`src/rtl/hazard_ctrl.sv`:
```
// hazard_ctrl: pipeline hazard and sequencing controller for the 5-stage core.
//
// Watches the ID and EX stages and drives the enable, flush and bubble controls
// of the PC, IF_ID, ID_EX, EX_MEM and MEM_WB registers. Resolves load-use and
// flag-use stalls, taken-branch flushes, data-memory wait freezes and halt
// draining. Also keeps a saturating stall-cycle counter.
//
// Ports
//   i_clk, i_rst_n           : clock, asynchronous active-low reset
//   i_rn_id, i_rm_id         : ID-stage source registers
//   i_use_rn_id, i_use_rm_id : ID instruction reads Rn / Rm
//   i_condbr_id, i_halt_id   : ID instruction is a conditional branch / HALT
//   i_rd_ex                  : EX-stage destination register
//   i_regwrite_ex, i_memtoreg_ex, i_flagwrite_ex : EX-stage control bits
//   i_branch_taken_ex        : pulse, branch in EX is taken
//   i_mem_wait               : data memory not ready, freeze everything
//   i_clr_cnt                : synchronous clear of o_stall_cnt
//   o_*_en                   : pipeline register enables
//   o_ifid_flush             : IF_ID loads a NOP
//   o_idex_bubble            : ID_EX loads all-zero controls
//   o_halted                 : core halted
//   o_stall_cnt              : cycles with o_pc_en=0 outside the halted state

module hazard_ctrl #(
    parameter int unsigned DRAIN_CYCLES = 3,
    parameter int unsigned CNT_WIDTH    = 16
) (
    input  logic                 i_clk,
    input  logic                 i_rst_n,
    input  logic [4:0]           i_rn_id,
    input  logic [4:0]           i_rm_id,
    input  logic                 i_use_rn_id,
    input  logic                 i_use_rm_id,
    input  logic                 i_condbr_id,
    input  logic                 i_halt_id,
    input  logic [4:0]           i_rd_ex,
    input  logic                 i_regwrite_ex,
    input  logic                 i_memtoreg_ex,
    input  logic                 i_flagwrite_ex,
    input  logic                 i_branch_taken_ex,
    input  logic                 i_mem_wait,
    input  logic                 i_clr_cnt,
    output logic                 o_pc_en,
    output logic                 o_ifid_en,
    output logic                 o_idex_en,
    output logic                 o_exmem_en,
    output logic                 o_memwb_en,
    output logic                 o_ifid_flush,
    output logic                 o_idex_bubble,
    output logic                 o_halted,
    output logic [CNT_WIDTH-1:0] o_stall_cnt
);

    localparam int unsigned DW = (DRAIN_CYCLES > 1) ? $clog2(DRAIN_CYCLES) : 1;
    localparam logic [4:0] XZR = 5'd31;

    typedef enum logic [1:0] {StRun, StDrain, StHalted} state_t;

    state_t               r_state;
    state_t               w_state_nxt;
    logic                 r_pend_flush;
    logic                 w_pend_nxt;
    logic [DW-1:0]        r_drain_cnt;
    logic [DW-1:0]        w_drain_nxt;
    logic [CNT_WIDTH-1:0] r_stall_cnt;
    logic [CNT_WIDTH-1:0] w_stall_nxt;

    logic w_load_use;
    logic w_flag_use;
    logic w_hazard;
    logic w_taken;

    // XZR reads as zero, so a write to it never feeds a later read.
    assign w_load_use = i_memtoreg_ex && i_regwrite_ex && (i_rd_ex != XZR) &&
                        ((i_use_rn_id && (i_rn_id == i_rd_ex)) ||
                         (i_use_rm_id && (i_rm_id == i_rd_ex)));
    assign w_flag_use = i_condbr_id && i_flagwrite_ex;
    assign w_hazard   = w_load_use || w_flag_use;
    assign w_taken    = i_branch_taken_ex || r_pend_flush;

    always_comb begin
        w_state_nxt   = r_state;
        w_pend_nxt    = r_pend_flush;
        w_drain_nxt   = r_drain_cnt;
        o_pc_en       = 1'b1;
        o_ifid_en     = 1'b1;
        o_idex_en     = 1'b1;
        o_exmem_en    = 1'b1;
        o_memwb_en    = 1'b1;
        o_ifid_flush  = 1'b0;
        o_idex_bubble = 1'b0;
        o_halted      = 1'b0;

        if (!i_rst_n) begin
            o_pc_en    = 1'b0;
            o_ifid_en  = 1'b0;
            o_idex_en  = 1'b0;
            o_exmem_en = 1'b0;
            o_memwb_en = 1'b0;
        end else if (r_state == StHalted) begin
            o_pc_en    = 1'b0;
            o_ifid_en  = 1'b0;
            o_idex_en  = 1'b0;
            o_exmem_en = 1'b0;
            o_memwb_en = 1'b0;
            o_halted   = 1'b1;
        end else if (i_mem_wait) begin
            // Freeze; a branch resolved now must not be lost, so remember it.
            o_pc_en    = 1'b0;
            o_ifid_en  = 1'b0;
            o_idex_en  = 1'b0;
            o_exmem_en = 1'b0;
            o_memwb_en = 1'b0;
            if (i_branch_taken_ex) begin
                w_pend_nxt = 1'b1;
            end
        end else if (w_taken) begin
            // Flush discards whatever is in ID, including a HALT being drained.
            o_ifid_flush  = 1'b1;
            o_idex_bubble = 1'b1;
            w_pend_nxt    = 1'b0;
            w_state_nxt   = StRun;
        end else if (r_state == StDrain) begin
            o_pc_en       = 1'b0;
            o_ifid_en     = 1'b0;
            o_idex_bubble = 1'b1;
            if (r_drain_cnt <= DW'(1)) begin
                w_drain_nxt = '0;
                w_state_nxt = StHalted;
            end else begin
                w_drain_nxt = r_drain_cnt - DW'(1);
            end
        end else if (w_hazard) begin
            o_pc_en       = 1'b0;
            o_ifid_en     = 1'b0;
            o_idex_bubble = 1'b1;
        end else if (i_halt_id) begin
            o_pc_en       = 1'b0;
            o_ifid_en     = 1'b0;
            o_idex_bubble = 1'b1;
            if (DRAIN_CYCLES <= 1) begin
                w_state_nxt = StHalted;
            end else begin
                w_state_nxt = StDrain;
                w_drain_nxt = DW'(DRAIN_CYCLES - 1);
            end
        end
    end

    always_comb begin
        w_stall_nxt = r_stall_cnt;
        if (i_clr_cnt) begin
            w_stall_nxt = '0;
        end else if (!o_pc_en && (r_state != StHalted) && (r_stall_cnt != '1)) begin
            w_stall_nxt = r_stall_cnt + CNT_WIDTH'(1);
        end
    end

    always_ff @(posedge i_clk or negedge i_rst_n) begin
        if (!i_rst_n) begin
            r_state      <= StRun;
            r_pend_flush <= 1'b0;
            r_drain_cnt  <= '0;
            r_stall_cnt  <= '0;
        end else begin
            r_state      <= w_state_nxt;
            r_pend_flush <= w_pend_nxt;
            r_drain_cnt  <= w_drain_nxt;
            r_stall_cnt  <= w_stall_nxt;
        end
    end

    assign o_stall_cnt = r_stall_cnt;

endmodule

```
`config.mk`:
```
export PLATFORM = sky130hd
export DESIGN_NAME = hazard_ctrl
export DESIGN_NICKNAME = d
export VERILOG_FILES = /design/src/rtl/hazard_ctrl.sv
export SDC_FILE = /design/constraint.sdc
export NUM_CORES = 1
export LEC_CHECK = 0
export BUFFER_PORTS_ARGS = -buffer_cell sky130_fd_sc_hd__buf_2
export CORE_AREA = 2 2 51 64
export CTS_CLUSTER_SIZE = 10
export DETAILED_ROUTE_END_ITERATION = 10
export DIE_AREA = 0 0 53 66
export PLACE_DENSITY = 0.81
export SYNTH_ARGS = -nofsm -noshare
export SYNTH_HDL_FRONTEND = slang
export SYNTH_SLANG_ARGS = --single-unit
```
`constraint.sdc`:
```
create_clock -name i_clk -period 5.35 [get_ports i_clk]
set_input_delay 0.8025 -clock i_clk [delete_from_list [all_inputs] [get_ports i_clk]]
set_output_delay 0.8025 -clock i_clk [all_outputs]
set_load 0.005 [all_outputs]
```
==> flow_summary.ini, run 1 <==
[worst_setup_path]
arrival_ns = 2.41
cp-start-kind = input pin
worstPathRequired_ns = 4.55
end_kind = primary output
path_class = input pin to primary output
crit_path_max_fanout = 23

[power]
internal-power_uw = 236.1
p_seq_frac = 0.523
combPwrFrac = 0.254
max-vdd-ir-drop_v = 0.0001599
switching_power_uw = 110.8
p_leak_uw = 0.0007850
powerDensity_mw_per_mm2 = 200.2
power.share.clock = 0.223
netSwitchingFraction = 0.3194

[layout]
final_area_mm2 = 0.001733
regArea_um2 = 525.5
layout-drive-gt1-share = 0.3110
synthToLayoutAreaGrowth_pct = 18.27
multi_input_area_um2 = 868.3
diodes = 0
fillers = 275
fin_util = 0.5996
nets = 238

[logic_synthesis]
synth_most_common_cell = dfrtp_1
synth_top_family_by_area = simple AND/OR/NAND/NOR gates
async_reset_ff_frac = 1.000
syn-cell-area_mm2 = 0.001465
yosys.area.top_type = dfrtp_1
ys_warn_count = 0
synth_compound_area_frac = 0.2161
avgSynthCellArea_um2 = 8.989
ys_ff_latch = 21
synthSimpleGateAreaFrac = 0.2852
synth-xor-area-share = 0.05978
ys_seq_area_frac = 0.3587
synthTopCellsByArea = dfrtp_1 36%, xnor2_1 6.0%, a21oi_1 4.8%
synth_nets = 191
netlist_top_cells_count = 21 x dfrtp_1, 14 x a21oi_1, 13 x nand2_1, 10 x nand3_1, 10 x xnor2_1
ys.flop_type = dfrtp_1
synth_cell_types = 45
synth.area.mux_share = 0.02306
syn_inst = 163
yosysTopAreaCellShare = 0.3587
synth_edf_count = 0
synthAdderAreaFrac = 0.008540

[outcome]
status = complete, no violations

[clock_tree]
post-cts-setup-buffer-count = 0
cts_buffers = 3
cts_buffer_depth = 2
hold_buffers = 0
htreeDepth = 1
cts_resized = 0
clk_pin_slew_ns = 0.12
clk_latency_ns = 0.30
tritoncts = built
ctsRootBufferMaster = clkbuf_4
clkSinkCount = 21

[floorplan]
start_util = 0.5069
die_w_um = 53
die_area_mm2 = 0.003498
die_y_um = 66
rows = 22
core-area_mm2 = 0.002890
ios = 51

[sta]
tightest_slew_ns = 0.6607
fin_tns_setup_ns = 0
clock_skew_ns = 0.001596
fmax_ghz = 0.3114
setup_ws_ns = 2.139
slew_violations = 0
final-setup-viol-count = 0
fin_crit_sh = 0.6002
grt_setup_unrepaired = false
finalHoldViolations = 0
slew_headroom = 0.5554
whs_ns = 0.4494
period_minus_slack_ns = 3.211

[placement]
routabilityCongestion = 0.8086
dp_slack_ns = 2.161
dp_hpwl_mm = 2.611
dpl_cell_area_mm2 = 0.001707
io_buffers = 50

[global_route]
gr-total-overflow = 0
grt_pass1_vias = 1322
antenna_found_initial = 0
grt_first_pass_wirelength_mm = 5.692
grt_max_degree = 29
grt_usage = 0.2168

[route]
dr.first_iter.drc_count = 19
vias = 1413
drc = 0
wl_per_cell_um = 13.98
antenna_left = 0
viasPerCell = 5.767
drt_pre_antenna_iters = 4
wl_mm = 3.425

[hold_path]
hold_class = input pin to async pin

[job]
maxCapViolations = 0
-- sequential cells by signal, indices dropped and copies added, names as in the netlist --
name,count
r_drain_cnt,2
o_stall_cnt,16
r_pend_flush,1
r_state,2
-- metrics by stage --
stage / cells / total power (µW)
final: 245 / 347.0
after global routing: 245 / 369.4
after CTS: 245 / 347.2
after detailed placement: 241 / 272.6
after global placement: 241 / 269.6
after floorplan: 163 / 241.1
-- power by group through the flow --
stage	Clock [µW]	Sequential, µW	Combinational [µW]
after CTS	77.4	181	88.7
after global routing	89.1	183	97.5
final	77.4	181	88.2
after global placement	0	184	85.6
after detailed placement	0	184	88.3
after floorplan	0	181	59.7
-- worst max-delay path, cell delays in order --
cell     delay [ns]
buf_2          0.41
inv_1          0.14
nor4_1         0.62
a31oi_4        0.12
o21ai_1        0.16
buf_2          0.15
-- final cells by class --
type | count | share of cell area
Sequential cell | 21 | 0.3032
Timing Repair Buffer | 50 | 0.1444
Multi-Input combinational cell | 130 | 0.5011
Tap cell | 36 | 0.02599
Clock buffer | 4 | 0.01516
Inverter | 4 | 0.01011
-- layer usage --
| layer | share of wire | track usage | up-vias |
|---|---|---|---|
| li1 | - | - | 697 |
| met5 | 0 | 0 | - |
| met1 | 0.42 | 0.2511 | 662 |
| met4 | 0.020 | 0.08654 | 0 |
| met2 | 0.52 | 0.3953 | 48 |
| met3 | 0.043 | 0.02262 | 6 |
-- cell usage in the layout, fill, tap and decap left out, drive strengths merged, types with 2 or more instances in the layout --
cell type / instances
a21oi: 14
a31oi: 3
a32o: 2
and3: 5
buf: 50
clkbuf: 4
dfrtp: 21
inv: 4
mux2: 3
nand2: 15
nand3: 10
nand4: 4
nor2: 10
nor2b: 4
nor3: 4
o21ai: 12
o31ai: 7
or3: 6
or4: 7
xnor2: 10
-- logic make-up (layout without fill, tap and decap cells) --
| logic type | after synthesis | in the layout |
|---|---|---|
| xor+xnor | 10 | 10 |
| compound gates | 44 | 44 |
| mux | 3 | 3 |
| flops | 21 | 21 |
| buf+inv | 12 | 58 |
| fa+ha+maj | 1 | 1 |
| simple gates | 72 | 72 |
-- path summary, 6_finish.rpt --
kind	start	end	slack, ns	depth (start not counted)
worst max-delay path	i_rst_n	o_pc_en	2.14	6
worst min-delay path	i_rst_n	o_stall_cnt[9]	0.45	1
worst max register to register	r_state[0]	o_stall_cnt[9]	3.12	6
worst min register to register	r_drain_cnt[0]	r_drain_cnt[0]	0.52	1
max in group asynchronous	i_rst_n	r_state[1]	4.57	1
min in group i_clk	r_drain_cnt[0]	r_drain_cnt[0]	0.52	1
No activity file was read; power rests on OpenSTA's default activity.
==> inputs of run 2 (changes only) <==
- CORE_AREA: 2 2 51 64 -> 2 2 55 69
- DIE_AREA: 0 0 53 66 -> 0 0 57 71
- PLACE_DENSITY: 0.81 -> 0.73
- clock period: 5.35 -> 2.7 ns (I/O delays scaled with it)
==> flow_summary.ini, run 2 (synthesized netlist as in run 1, its figures left out) <==
[placement]
placedCellCount = 245
routabilityCongestion = 0.7351
dpl_cell_area_mm2 = 0.001718
io_buffers = 50
dp_hpwl_mm = 2.631

[worst_setup_path]
startpoint = r_state[0]
path_cells = and2b_1 -> a211oi_4 -> a31oi_4 -> o21ai_1 -> buf_2
r2r_setup_slack_ns = 0.55
arrival_ns = 1.83
r2r_cells = 6
cpMaxStageDelayCell = dfrtp_1
r2r_start = r_state[0]
end_kind = primary output
worstPathRequired_ns = 2.30
reg2reg_to = o_stall_cnt[9]
cp-start-kind = flip-flop
crit_path_max_fanout = 6
cp_top_family = compound AO/OA/AOI/OAI gates
path_buf_inv = 1
path_class = flip-flop to primary output
max_stage_delay_ns = 0.45

[sta]
slew_headroom = 0.6131
fmax_ghz = 0.4471
slew_violations = 0
grt_setup_unrepaired = false
final-setup-viol-count = 0
tightest_slew_ns = 0.5750
fin_crit_sh = 0.8284
fin_tns_setup_ns = 0
period_minus_slack_ns = 2.237
clock_skew_ns = 0.006252
finalHoldViolations = 0

[layout]
nets = 239
final_area_mm2 = 0.001767
diodes = 0
layout_commonest_cell = buf_2
fin_util = 0.5161
final_cell_mix = 50 x buf_2, 21 x dfrtp_1, 14 x a21oi_1
synthToLayoutAreaGrowth_pct = 20.58
final_cells = 249
layout-drive-gt1-share = 0.3190
largest_register_ffs = 16

[clock_tree]
tritoncts = built
htreeDepth = 1
cts_resized = 0
cts_buffer_depth = 2
clkSinkCount = 21
clk_latency_ns = 0.27
ctsRootBufferMaster = clkbuf_8
cts_buffers = 3
post-cts-setup-buffer-count = 0
hold_buffers = 0
clk_pin_slew_ns = 0.08

[floorplan]
start_util = 0.4280
die_y_um = 71
rows = 24
die_area_mm2 = 0.004047
core-area_mm2 = 0.003423
die_w_um = 57
ios = 51

[global_route]
grt_usage = 0.1744
grt_pass1_vias = 1348
antenna_found_initial = 0
grt_max_degree = 29
grt_first_pass_wirelength_mm = 5.699
gr-total-overflow = 0

[power]
power_uw = 751.3
max-vdd-ir-drop_v = 0.0002371
p_leak_uw = 0.0007965
powerDensity_mw_per_mm2 = 425.3

[route]
antenna_left = 0
vias = 1428
viasPerCell = 5.735
drt_pre_antenna_iters = 4
dr.first_iter.drc_count = 28
wl_per_cell_um = 13.70
wl_mm = 3.412
drc = 0

[hold_path]
hold_class = input pin to async pin

[job]
maxCapViolations = 0

[outcome]
status = complete, no violations
==> run 2: cell types whose count changed in the layout (fill, tap and decap cells not counted), sizes merged <==
cell      previous run  this run
clkinvlp             0         1
clkbuf               4         3
buf                 50        51
==> run 2: power breakdown <==
part / switching, µW / total (µW) / internal, µW
registers: 21.5 / 357 / 336
logic: 100 / 175 / 75.4
clock network: 114 / 219 / 105
==> run 2: stage by stage <==
step / worst slack (ns) / hold WS (ns)
floorplan: 0.8296 / 0.1094
global route: 0.3184 / 0.1639
global placement: 0.5375 / 0.4517
CTS: 0.4470 / 0.1555
finish: 0.4633 / 0.1414
detailed placement: 0.5079 / 0.4532
==> run 2: worst max-delay path by stage <==
stage / end / cells past startpoint / slack, ns
after detailed placement: o_stall_cnt[9] / 8 / 0.51
after global placement: o_stall_cnt[6] / 8 / 0.54
after global routing: o_pc_en / 5 / 0.32
after CTS: o_pc_en / 5 / 0.45
final: o_ifid_en / 5 / 0.46
after floorplan: o_pc_en / 5 / 0.83
==> run 2: worst register-to-register path: stages (launching register included) <==
cell	delay [ns]
dfrtp_1	0.45
and2b_1	0.26
a211oi_4	0.32
nand2_2	0.13
nor2_4	0.42
nor3_1	0.15
mux2_1	0.33
==> run 2: layout make-up <==
class                      count  area (µm²)
tap                           39       48.80
inverter                       4       17.52
multi-input combinational    130       868.3
clock buffer                   3       41.29
timing repair buffer          51       257.7
fill                         350        1657
sequential                    21       525.5
clock inverter                 1       7.507
==> run 2: per-layer routing <==
metal | vias up | track usage | share of wire
li1 | 696 | - | -
met2 | 41 | 0.3231 | 0.52
met4 | 0 | 0.07752 | 0.016
met1 | 687 | 0.1972 | 0.42
met3 | 4 | 0.01828 | 0.044
met5 | - | 0 | 0
==> inputs of run 3 (changes only) <==
- CORE_AREA: 2 2 55 69 -> 2 2 52 66
- DIE_AREA: 0 0 57 71 -> 0 0 54 68
- PLACE_DENSITY: 0.73 -> 0.77
- clock period: 2.7 -> 2.1 ns (I/O delays scaled with it)
==> flow_summary.ini, run 3 (synthesized netlist as in run 1, its figures left out) <==
[floorplan]
core-area_mm2 = 0.003108
die_w_um = 54
die_y_um = 68
start_util = 0.4714
die_area_mm2 = 0.003672
ios = 51
rows = 23

[power]
power.share.clock = 0.278
power_uw = 986.8
p_seq_frac = 0.465
internal-power_uw = 681.8
netSwitchingFraction = 0.3091
max-vdd-ir-drop_v = 0.0003576
switching_power_uw = 305.0
p_leak_uw = 0.0008657
powerDensity_mw_per_mm2 = 526.1
combPwrFrac = 0.257

[global_route]
antenna_found_initial = 0
grt_max_degree = 23
grt_pass1_vias = 1260
grt_usage = 0.1989
grt_first_pass_wirelength_mm = 5.451
gr-total-overflow = 0

[sta]
slew_violations = 0
final-setup-viol-count = 0
whs_ns = 0.04781
slew_headroom = 0.7258
period_minus_slack_ns = 2.045
fin_crit_sh = 0.9739
finalHoldViolations = 0
fmax_ghz = 0.4890
grt_setup_unrepaired = true
tightest_slew_ns = 0.4081
clock_skew_ns = 0.002543

[hold_path]
hold_class = input pin to async pin

[route]
wl_mm = 3.571
viasPerCell = 5.685
antenna_left = 0
wl_per_cell_um = 13.73
vias = 1478
dr.first_iter.drc_count = 32
drc = 0
drt_pre_antenna_iters = 4

[placement]
dp_hpwl_mm = 2.652
routabilityCongestion = 0.7798
io_buffers = 50

[clock_tree]
clk_latency_ns = 0.27
clkSinkCount = 21
cts_buffer_depth = 2
htreeDepth = 1
cts_buffers = 3
ctsRootBufferMaster = clkbuf_8
tritoncts = built
clk_pin_slew_ns = 0.08

[layout]
layout_commonest_cell = buf_2
largest_register_ffs = 16
fin_util = 0.6035
fillers = 293
final_cell_mix = 50 x buf_2, 20 x dfrtp_1, 13 x nand2_1, 13 x buf_4, 12 x a21oi_1
layout-drive-gt1-share = 0.3812
synthToLayoutAreaGrowth_pct = 28.01
nets = 252
diodes = 0

[outcome]
status = complete, no violations

[worst_setup_path]
cp-start-kind = flip-flop
end_kind = flip-flop
worstPathRequired_ns = 2.26
crit_path_max_fanout = 7
arrival_ns = 2.20
path_class = flip-flop to flip-flop

[job]
maxCapViolations = 0
-- run 3: path summary, 6_finish.rpt --
check / to / slack, ns / cells past startpoint / from
setup / recovery: o_stall_cnt[9] / 0.05 / 8 / r_state[0]
hold / removal: o_stall_cnt[7] / 0.05 / 2 / i_rst_n
min in group i_clk: r_pend_flush / 0.45 / 3 / i_mem_wait
max in group asynchronous: r_state[0] / 1.81 / 2 / i_rst_n
setup reg to reg: o_stall_cnt[9] / 0.05 / 8 / r_state[0]
hold reg to reg: r_drain_cnt[0] / 0.52 / 1 / r_drain_cnt[0]
-- run 3: layout make-up --
class	count	area, µm²	area share
Sequential cell	21	526.8	0.2809
Clock buffer	3	41.29	0.02201
Multi-Input combinational cell	131	890.9	0.4750
Clock inverter	1	5.005	0.002668
Timing Repair Buffer	63	347.8	0.1855
Inverter	4	17.52	0.009340
Tap cell	37	46.29	0.02468
-- run 3: repair_timing --
action,CTS,global route
resized for setup,0,5
hold buffers,0,0
setup buffers,0,6
endpoints found under the setup margin,2,10
cloned,0,1
pin swaps,1,3
-- run 3: routing by layer --
layer / wire length (µm) / vias up / track usage
li1: - / 726 / -
met1: 1540 / 692 / 0.2428
met2: 1797 / 51 / 0.3476
met3: 171 / 9 / 0.03493
met4: 61 / 0 / 0.06563
met5: 0 / - / 0
-- run 3: worst max-delay path, cell delays in order (launching register included) --
cell and delay, ns:
dfrtp_2 0.45, nor2b_4 0.17, or3_4 0.18, inv_4 0.06, a31oi_4 0.29, buf_4 0.17
nand3_1 0.13, nor3_2 0.16, mux2_1 0.33
-- run 3: stage by stage --
stage | std cells | instance area [µm²] | setup WS [ns] | setup TNS, ns
floorplan | 163 | 1465 | 0.2337 | 0
global placement | 249 | 1760 | 0.1108 | 0
detailed placement | 249 | 1760 | 0.07645 | 0
CTS | 253 | 1807 | 0.02482 | 0
global route | 260 | 1876 | -0.009322 | -0.02619
finish | 260 | 1876 | 0.05481 | 0
-- run 3: power groups by stage --
stage / Combinational (µW) / Sequential (µW) / Clock, µW
final: 253 / 459 / 275
after global routing: 284 / 462 / 294
after CTS: 232 / 458 / 274
after detailed placement: 232 / 466 / 0
after global placement: 231 / 465 / 0
after floorplan: 152 / 462 / 0
